### config.mk
export PLATFORM = sky130hd
export DESIGN_NAME = rtc_timekeeper
export DESIGN_NICKNAME = d
export VERILOG_FILES = /design/src/rtl/rtc_timekeeper.sv
export SDC_FILE = /design/constraint.sdc
export NUM_CORES = 1
export LEC_CHECK = 0
export BUFFER_PORTS_ARGS = -buffer_cell sky130_fd_sc_hd__buf_2
export CORE_MARGIN = 10
export CORE_UTILIZATION = 40
export DETAILED_ROUTE_END_ITERATION = 6
export GPL_ROUTABILITY_DRIVEN = 0
export PLACE_DENSITY_LB_ADDON = 0.08
export SYNTH_ARGS = -nofsm -noshare
export SYNTH_HDL_FRONTEND = slang
export SYNTH_SLANG_ARGS = --single-unit
### constraint.sdc
create_clock -name clk -period 2.6 [get_ports clk]
set_input_delay 0.26 -clock clk [delete_from_list [all_inputs] [get_ports clk]]
set_output_delay 0.26 -clock clk [all_outputs]
set_load 0.005 [all_outputs]
### src/rtl/rtc_timekeeper.sv
// 24-hour real-time clock: prescaler to one-second ticks, time-of-day counters, load with range check.
// Define RTC_TIMEKEEPER_ALARM_EN to build the hour:minute alarm; otherwise alarm_irq is tied low.
module rtc_timekeeper #(
    parameter int TICK_DIV = 50000000
) (
    input  logic       clk,
    input  logic       rst,
    input  logic       run,
    input  logic       set_valid,
    input  logic [4:0] set_hr,
    input  logic [5:0] set_min,
    input  logic [5:0] set_sec,
    output logic       set_err,
    output logic [4:0] hr,
    output logic [5:0] min,
    output logic [5:0] sec,
    output logic [4:0] hr12,
    output logic       pm,
    output logic       tick,
    output logic       day_roll,
    input  logic [4:0] alarm_hr,
    input  logic [5:0] alarm_min,
    input  logic       alarm_arm,
    input  logic       alarm_clr,
    output logic       alarm_irq
);
    localparam int PW = (TICK_DIV > 2) ? $clog2(TICK_DIV) : 1;
    localparam logic [PW-1:0] PRESC_TOP = PW'(TICK_DIV - 1);

    logic [PW-1:0] presc;
    logic [4:0]    nxt_hr;
    logic [5:0]    nxt_min;
    logic [5:0]    nxt_sec;
    logic          nxt_roll;
    logic          load_ok;
    logic          wrap;

    assign load_ok = set_valid && (set_hr <= 5'd23) && (set_min <= 6'd59) && (set_sec <= 6'd59);
    assign wrap    = run && (presc == PRESC_TOP);

    // Successor time computed in one step so no 60/24 value is ever registered.
    always_comb begin
        nxt_sec  = sec + 6'd1;
        nxt_min  = min;
        nxt_hr   = hr;
        nxt_roll = 1'b0;
        if (sec == 6'd59) begin
            nxt_sec = 6'd0;
            if (min == 6'd59) begin
                nxt_min = 6'd0;
                if (hr == 5'd23) begin
                    nxt_hr   = 5'd0;
                    nxt_roll = 1'b1;
                end else begin
                    nxt_hr = hr + 5'd1;
                end
            end else begin
                nxt_min = min + 6'd1;
            end
        end
    end

    always_ff @(posedge clk) begin
        if (rst) begin
            presc    <= '0;
            hr       <= '0;
            min      <= '0;
            sec      <= '0;
            tick     <= 1'b0;
            day_roll <= 1'b0;
            set_err  <= 1'b0;
        end else begin
            tick     <= 1'b0;
            day_roll <= 1'b0;
            set_err  <= 1'b0;
            if (load_ok) begin
                hr    <= set_hr;
                min   <= set_min;
                sec   <= set_sec;
                presc <= '0;
            end else begin
                set_err <= set_valid;
                if (wrap) begin
                    presc    <= '0;
                    hr       <= nxt_hr;
                    min      <= nxt_min;
                    sec      <= nxt_sec;
                    tick     <= 1'b1;
                    day_roll <= nxt_roll;
                end else if (run) begin
                    presc <= presc + PW'(1);
                end
            end
        end
    end

    always_comb begin
        if (hr == 5'd0)
            hr12 = 5'd12;
        else if (hr > 5'd12)
            hr12 = hr - 5'd12;
        else
            hr12 = hr;
    end
    assign pm = (hr >= 5'd12);

`ifdef RTC_TIMEKEEPER_ALARM_EN
    logic alarm_hit;

    // Only a tick-driven advance can hit; loads never raise the alarm.
    assign alarm_hit = wrap && !load_ok && alarm_arm && (nxt_sec == 6'd0) &&
                       (nxt_min == alarm_min) && (nxt_hr == alarm_hr);

    always_ff @(posedge clk) begin
        if (rst)
            alarm_irq <= 1'b0;
        else if (alarm_hit)
            alarm_irq <= 1'b1;
        else if (alarm_clr)
            alarm_irq <= 1'b0;
    end
`else
    logic unused_alarm;
    assign unused_alarm = ^{alarm_hr, alarm_min, alarm_arm, alarm_clr};
    assign alarm_irq    = 1'b0;
`endif

endmodule

==> flow_summary.yaml, run 1 <==
run_status:
  status: "completed"
sta:
  fmax_ghz: 0.461
  fin_skew_ns: 0.00419
  period_share_pct: 83.4
  period_needed_ns: 2.17
  setup_tns_ns: 0
  drv_slew: 0
  rsz0062_at_grt: "no"
  setup_viol: 0
  finalHoldViolCount: 0
  slew_headroom_pct: 61.4
  tightest_slew_ns: 0.578
clock_tree:
  cts_buffers: 5
  cts_tree: "built"
  postCtsHoldBufs: 0
  cts_sinks: 46
  clock_tree.buffer_depth: 2
  h-tree-depth: 2
  ctsResizeCount: 0
  cts_root_buf: "clkbuf_8"
  post_cts_buffers: 0
  clk_latency_ns: 0.30
  clk_pin_slew_ns: 0.09
setup_path:
  worst-path-max-fanout: 14
  crit_type: "register to register"
  r2r-end: "sec[3]$_SDFFE_PP0P_"
  cp_slowest_stage_delay_ns: 0.42
  arrival_ns: 2.38
  rr_worst_depth: 6
  rrSetupSlack_ns: 0.43
  cpLargestDelayFamily: "simple AND/OR/NAND/NOR gates"
  end_kind: "register"
  cp_data_required_time_ns: 2.81
  startpoint: "presc[1]$_SDFFE_PP0P_"
  cpMaxStageDelayCell: "dfxtp_1"
  cp_cell_sequence: "ha_1 -> and3_1 -> nand4_4 -> or2_1 -> or3_1 -> a311oi_1"
  worstSetupStartpointType: "register"
  crit_buf_inv: 0
  r2r-start: "presc[1]$_SDFFE_PP0P_"
global_route:
  grt_overflow_total: 0
  met1_usage_pct: 15.4
  grt_max_degree: 27
  met3_usage_pct: 3.29
  grtUsageTotal_pct: 12.2
  grt_pass1_vias: 2228
  use_met2_pct: 19.8
  top_usage_layer: "met2"
  grt_pass1_wl_um: 10600
  antenna_found_initial: 0
power:
  power.total_mw: 1.51
  leakage_nw: 1.18
  pwr_density_cell_nw_per_um2: 499
  peakVddDrop_v: 0.000280
logic_synthesis:
  synth_edf_count: 0
  ys_ff_latch: 46
  synth_cells: 315
  avgSynthCellArea_um2: 8.29
  synth_nets: 357
  synth_cell_types: 47
  synth-main-ff-cell: "dfxtp_1"
  yosys_warnings: 0
  yosysSeqAreaShare_pct: 35.3
  synth_area_um2: 2610
  synthArstFlopShare_pct: 0
cells_and_area:
  layout_commonest_cell: "nor2_1"
  final_nets: 398
  nFillCells: 655
  antennaDiodeCount: 0
  area_growth_pct: 15.9
  layout_common_cells: "47 x nor2_1, 46 x dfxtp_1, 46 x buf_2"
  drive_gt1_share_pct: 19.1
placed_design:
  place_hpwl_um: 4570
  port_buffers: 46
worst_hold_path:
  worstHoldPathCells: 2
  hold_path.class: "input pin to register"
  min_from: "set_valid"
  holdPathEnd: "set_err$_SDFF_PP0_"
floorplanning:
  fp.dieW_um: 101
  num_rows: 29
  die_area_um2: 10200
  initial_core_util_pct: 41.1
  core_um2: 6350
  die_h_um: 101
  pin_count: 61
drt:
  via_per_inst: 5.49
  drc: 0
  antenna_left: 0
  dr.pass1.iters: 4
  wire_per_inst_um: 14.3
  first_iter_violations: 50
  wirelength_um: 6200
  via_count: 2376
flow_run:
  max_cap_violations: 0
==> sequential cells by signal, summed over array words and instances, names as in the netlist <==
name	flops
sec	6
day_roll	1
presc	26
min	6
tick	1
set_err	1
hr	5
==> stage by stage <==
stage	hold WS (ns)	cell area [um^2]	instances	utilization [%]	worst slack (ns)
floorplan	0.328	2610	315	-	0.583
global placement	0.490	2910	426	45.9	0.454
detailed placement	0.505	2910	426	45.9	0.435
CTS	0.190	3030	433	47.6	0.399
global route	0.204	3030	433	47.6	0.240
finish	0.195	3030	433	47.6	0.432
==> logic make-up after synthesis <==
kind of cell               Yosys count  synth area share (%)
other                                1                 0.144
adders and majority gates            8                  3.84
xor gates and xnor gates            28                  9.40
muxes                                2                 0.767
buffers and inverters               30                  5.13
and+or+nand+nor                    155                  32.3
DFF                                 46                  35.3
AOI/OAI and AO/OA                   45                  13.2
==> final cells by class <==
| type | count | area [um^2] | area share, % |
|---|---|---|---|
| inverter | 10 | 37.5 | 1.24 |
| clock inverter | 1 | 30.0 | 0.993 |
| timing repair buffer | 54 | 303 | 10.0 |
| sequential | 46 | 921 | 30.4 |
| tap | 77 | 96.3 | 3.18 |
| multi-input combinational | 239 | 1560 | 51.4 |
| clock buffer | 6 | 82.6 | 2.73 |
==> worst reg2reg max path, delay by kind of cell, from the launching register on <==
kind                     cells  cell delay, ns
AO/OA/AOI/OAI                1            0.26
adder cells (fa/ha/maj)      1            0.20
flip-flops                   1            0.42
AND/OR/NAND/NOR              4            1.21
==> cells in the mapped netlist (4+ instances only) <==
cell type / n / area (um^2)
nor2_1: 47 / 176
dfxtp_1: 46 / 921
nand2_1: 29 / 109
xnor2_1: 21 / 184
nand3_1: 19 / 95.1
nand4_1: 11 / 68.8
clkbuf_1: 10 / 37.5
or3_1: 10 / 62.6
inv_1: 9 / 33.8
nor3_1: 9 / 45.0
ha_1: 8 / 100
a311oi_1: 7 / 61.3
nor4_1: 7 / 43.8
o21ai_0: 7 / 35.0
xor2_1: 7 / 61.3
a21oi_1: 5 / 25.0
and3_1: 5 / 31.3
o311a_1: 5 / 50.1
a31oi_1: 4 / 25.0
buf_2: 4 / 20.0
buf_4: 4 / 30.0
o211ai_1: 4 / 30.0
==> where the power goes <==
part | switching (mW) | internal [mW]
logic | 0.102 | 0.0945
registers | 0.0345 | 0.728
clock network | 0.242 | 0.308
==> how the worst max path moves through the flow <==
stage / to / slack [ns] / cells past startpoint
2_1_floorplan: sec[3]$_SDFFE_PP0P_ / 0.58 / 7
3_3_place_gp: sec[3]$_SDFFE_PP0P_ / 0.45 / 6
3_5_place_dp: sec[3]$_SDFFE_PP0P_ / 0.44 / 6
4_1_cts: sec[3]$_SDFFE_PP0P_ / 0.40 / 6
5_1_grt: sec[3]$_SDFFE_PP0P_ / 0.24 / 6
6_report: sec[3]$_SDFFE_PP0P_ / 0.43 / 6
==> layer usage <==
layer / share of wire, % / routed length [um] / vias up
li1: - / - / 1210
met1: 46 / 2880 / 1119
met2: 47 / 2890 / 37
met3: 5.7 / 354 / 10
met4: 1.1 / 69 / 0
met5: 0 / 0 / -
Note: power is estimated with default switching activity, not from simulation.
==> run 2: changes to the inputs <==
--- a/config.mk
+++ b/config.mk
@@ -5,6 +5,7 @@
 export SDC_FILE = /design/constraint.sdc
 export NUM_CORES = 1
 export LEC_CHECK = 0
+export ABC_AREA = 1
 export BUFFER_PORTS_ARGS = -buffer_cell sky130_fd_sc_hd__buf_2
 export CORE_MARGIN = 10
 export CORE_UTILIZATION = 40
==> constraint.sdc (replaced) <==
create_clock -name clk -period 2.2 [get_ports clk]
set_input_delay 0.22 -clock clk [delete_from_list [all_inputs] [get_ports clk]]
set_output_delay 0.22 -clock clk [all_outputs]
set_load 0.005 [all_outputs]
==> run 2 against run 1 <==
  * Cell count increased by 43%
  * Area after synthesis increased by 15%
  * Wire length increased by 25%
  * Clock skew about the same
  * Critical path type is now register to output pin
==> flow_summary.yaml, run 2 <==
global_route:
  grt_overflow_total: 0
  grt_pass1_vias: 2843
  grtUsageTotal_pct: 13.7
  grt_max_degree: 27
  antenna_found_initial: 0
  grt_pass1_wl_um: 13200
cells_and_area:
  utilization_pct: 46.8
  final_nets: 562
  layout_common_cells: "134 x nand2_1, 81 x nor2_1, 49 x inv_1"
  reg_top3: "presc x26, min x6, sec x6"
  layout_commonest_cell: "nand2_1"
  largest_reg_flops: 26
  drive_gt1_share_pct: 14.6
  area_growth_pct: 13.4
  regMostFlops: "presc"
  antennaDiodeCount: 0
  nFillCells: 823
sta:
  drv_slew: 0
  rsz0062_at_grt: "no"
  finalHoldViolCount: 0
  setup_tns_ns: 0
  period_needed_ns: 1.90
  fmax_ghz: 0.526
  whs_ns: 0.134
  period_share_pct: 86.4
  fin_skew_ns: 0.00430
  setup_viol: 0
clock_tree:
  post_cts_buffers: 0
  clock_tree.buffer_depth: 2
  cts_root_buf: "clkbuf_8"
  cts_buffers: 5
  clk_latency_ns: 0.30
  h-tree-depth: 2
  clk_pin_slew_ns: 0.09
  cts_sinks: 46
  ctsResizeCount: 0
  cts_tree: "built"
  postCtsHoldBufs: 0
floorplanning:
  num_rows: 31
  initial_core_util_pct: 41.2
  die_area_um2: 11300
  fp.dieW_um: 106
  die_h_um: 106
  core_um2: 7250
  pin_count: 61
logic_synthesis:
  yosys_warnings: 0
  ys_top_cells_by_area: "dfxtp_1 31%, nand2_1 17%, nor2_1 10%"
  synthArstFlopShare_pct: 0
  synth_area_um2: 2990
  yosysMostFrequentCell: "nand2_1"
  yosysSeqAreaShare_pct: 30.8
  ys_ff_latch: 46
  synth_area_leader_cell: "dfxtp_1"
  synth_cell_types: 35
  synth_nets: 514
  synth_cells: 472
  synth_edf_count: 0
  synth.top_cell.area_share_pct: 30.8
  synth_common_cells: "134 x nand2_1, 81 x nor2_1, 49 x inv_1"
  avgSynthCellArea_um2: 6.34
  synth-main-ff-cell: "dfxtp_1"
drt:
  wirelength_um: 7730
  drc: 0
  via_per_inst: 4.78
  antenna_left: 0
  wire_per_inst_um: 12.5
  first_iter_violations: 108
  via_count: 2961
  dr.pass1.iters: 4
worst_hold_path:
  worstHoldPathCells: 3
  min_from: "set_valid"
  holdPathEnd: "set_err$_SDFF_PP0_"
  hold_path.class: "input pin to register"
power:
  peakVddDrop_v: 0.000219
  combPwrFrac_pct: 15.0
  seqPwrFrac_pct: 52.7
  leakage_nw: 1.57
  switching_share_pct: 29.6
  pwr_density_cell_nw_per_um2: 493
  clockPowerShare_pct: 32.3
  p_int_mw: 1.18
  p_switching_mw: 0.496
setup_path:
  worst-path-max-fanout: 10
  cp_data_required_time_ns: 1.98
  cpMostUsedCell: "nand2_1"
  r2r-end: "hr[3]$_SDFFE_PP0P_"
  startpoint: "hr[2]$_SDFFE_PP0P_"
  rr_worst_depth: 9
  end_kind: "output pin"
  cpMaxStageDelayCell: "dfxtp_1"
  cp_slowest_stage_delay_ns: 0.55
  r2r-start: "min[0]$_SDFFE_PP0P_"
  worstSetupStartpointType: "register"
  crit_type: "register to output pin"
  rrSetupSlack_ns: 0.38
  arrival_ns: 1.68
  cp_cell_sequence: "ha_1 -> nand3_1 -> nand2_1 -> nand2_1 -> o211ai_1 -> buf_2"
run_status:
  status: "completed"
placed_design:
  port_buffers: 46
  place_hpwl_um: 6050
flow_run:
  max_cap_violations: 0
## run 2: through the flow
step / cell area [um^2] / worst slack [ns] / power [mW] / instances
2_1_floorplan: 2990 / 0.653 / 1.07 / 472
3_3_place_gp: 3300 / 0.434 / 1.15 / 612
3_5_place_dp: 3300 / 0.405 / 1.16 / 612
4_1_cts: 3390 / 0.289 / 1.71 / 620
5_1_grt: 3390 / 0.176 / 1.77 / 620
6_report: 3390 / 0.299 / 1.67 / 620
## run 2: final cells by class
type / count / area [um^2] / area share [%]
clock buffers: 5 / 68.8 / 2.03
well taps: 99 / 124 / 3.65
inverters: 52 / 195 / 5.75
repair buffers: 51 / 268 / 7.89
clock inverters: 3 / 21.3 / 0.627
flip-flops and latches: 46 / 921 / 27.1
multi-input cells: 364 / 1790 / 52.9
## run 2: per-layer routing
metal	share of wire, %	global-route usage, %
met5	0	0
met4	0.82	3.29
met3	5.5	3.62
met2	44	21.9
met1	50	17.9
## run 2: logic make-up (layout without fill, tap and decap cells)
family          Yosys count  count (layout)  share of synthesized area [%]
other cells               1               1                          0.125
buf+inv                  62             111                           9.21
simple gates            302             302                           45.1
xor+xnor                 18              18                           5.27
compound gates           35              35                           6.15
flops                    46              46                           30.8
fa+ha+maj                 8               8                           3.35
## run 2: worst max-delay path by stage
stage	end	slack, ns	depth (start not counted)
CTS	hr12[3]	0.29	6
finish	hr12[3]	0.30	6
floorplan	hr[3]$_SDFFE_PP0P_	0.65	8
global placement	min[2]$_SDFFE_PP0P_	0.43	10
global route	hr12[3]	0.18	6
detailed placement	min[3]$_SDFFE_PP0P_	0.40	10
## run 2: power by group through the flow
stage / logic, mW / clock network (mW) / registers (mW)
2_1_floorplan: 0.175 / 0 / 0.895
3_3_place_gp: 0.253 / 0 / 0.900
3_5_place_dp: 0.255 / 0 / 0.900
4_1_cts: 0.256 / 0.572 / 0.881
5_1_grt: 0.289 / 0.598 / 0.885
6_report: 0.252 / 0.540 / 0.881
## run 2: critical path, delay by kind of cell (launching register included)
| family | cells | cell delay, ns |
|---|---|---|
| flip-flops | 1 | 0.55 |
| AND/OR/NAND/NOR | 3 | 0.30 |
| adder cells (fa/ha/maj) | 1 | 0.29 |
| buffers and inverters | 1 | 0.14 |
| AO/OA/AOI/OAI | 1 | 0.09 |
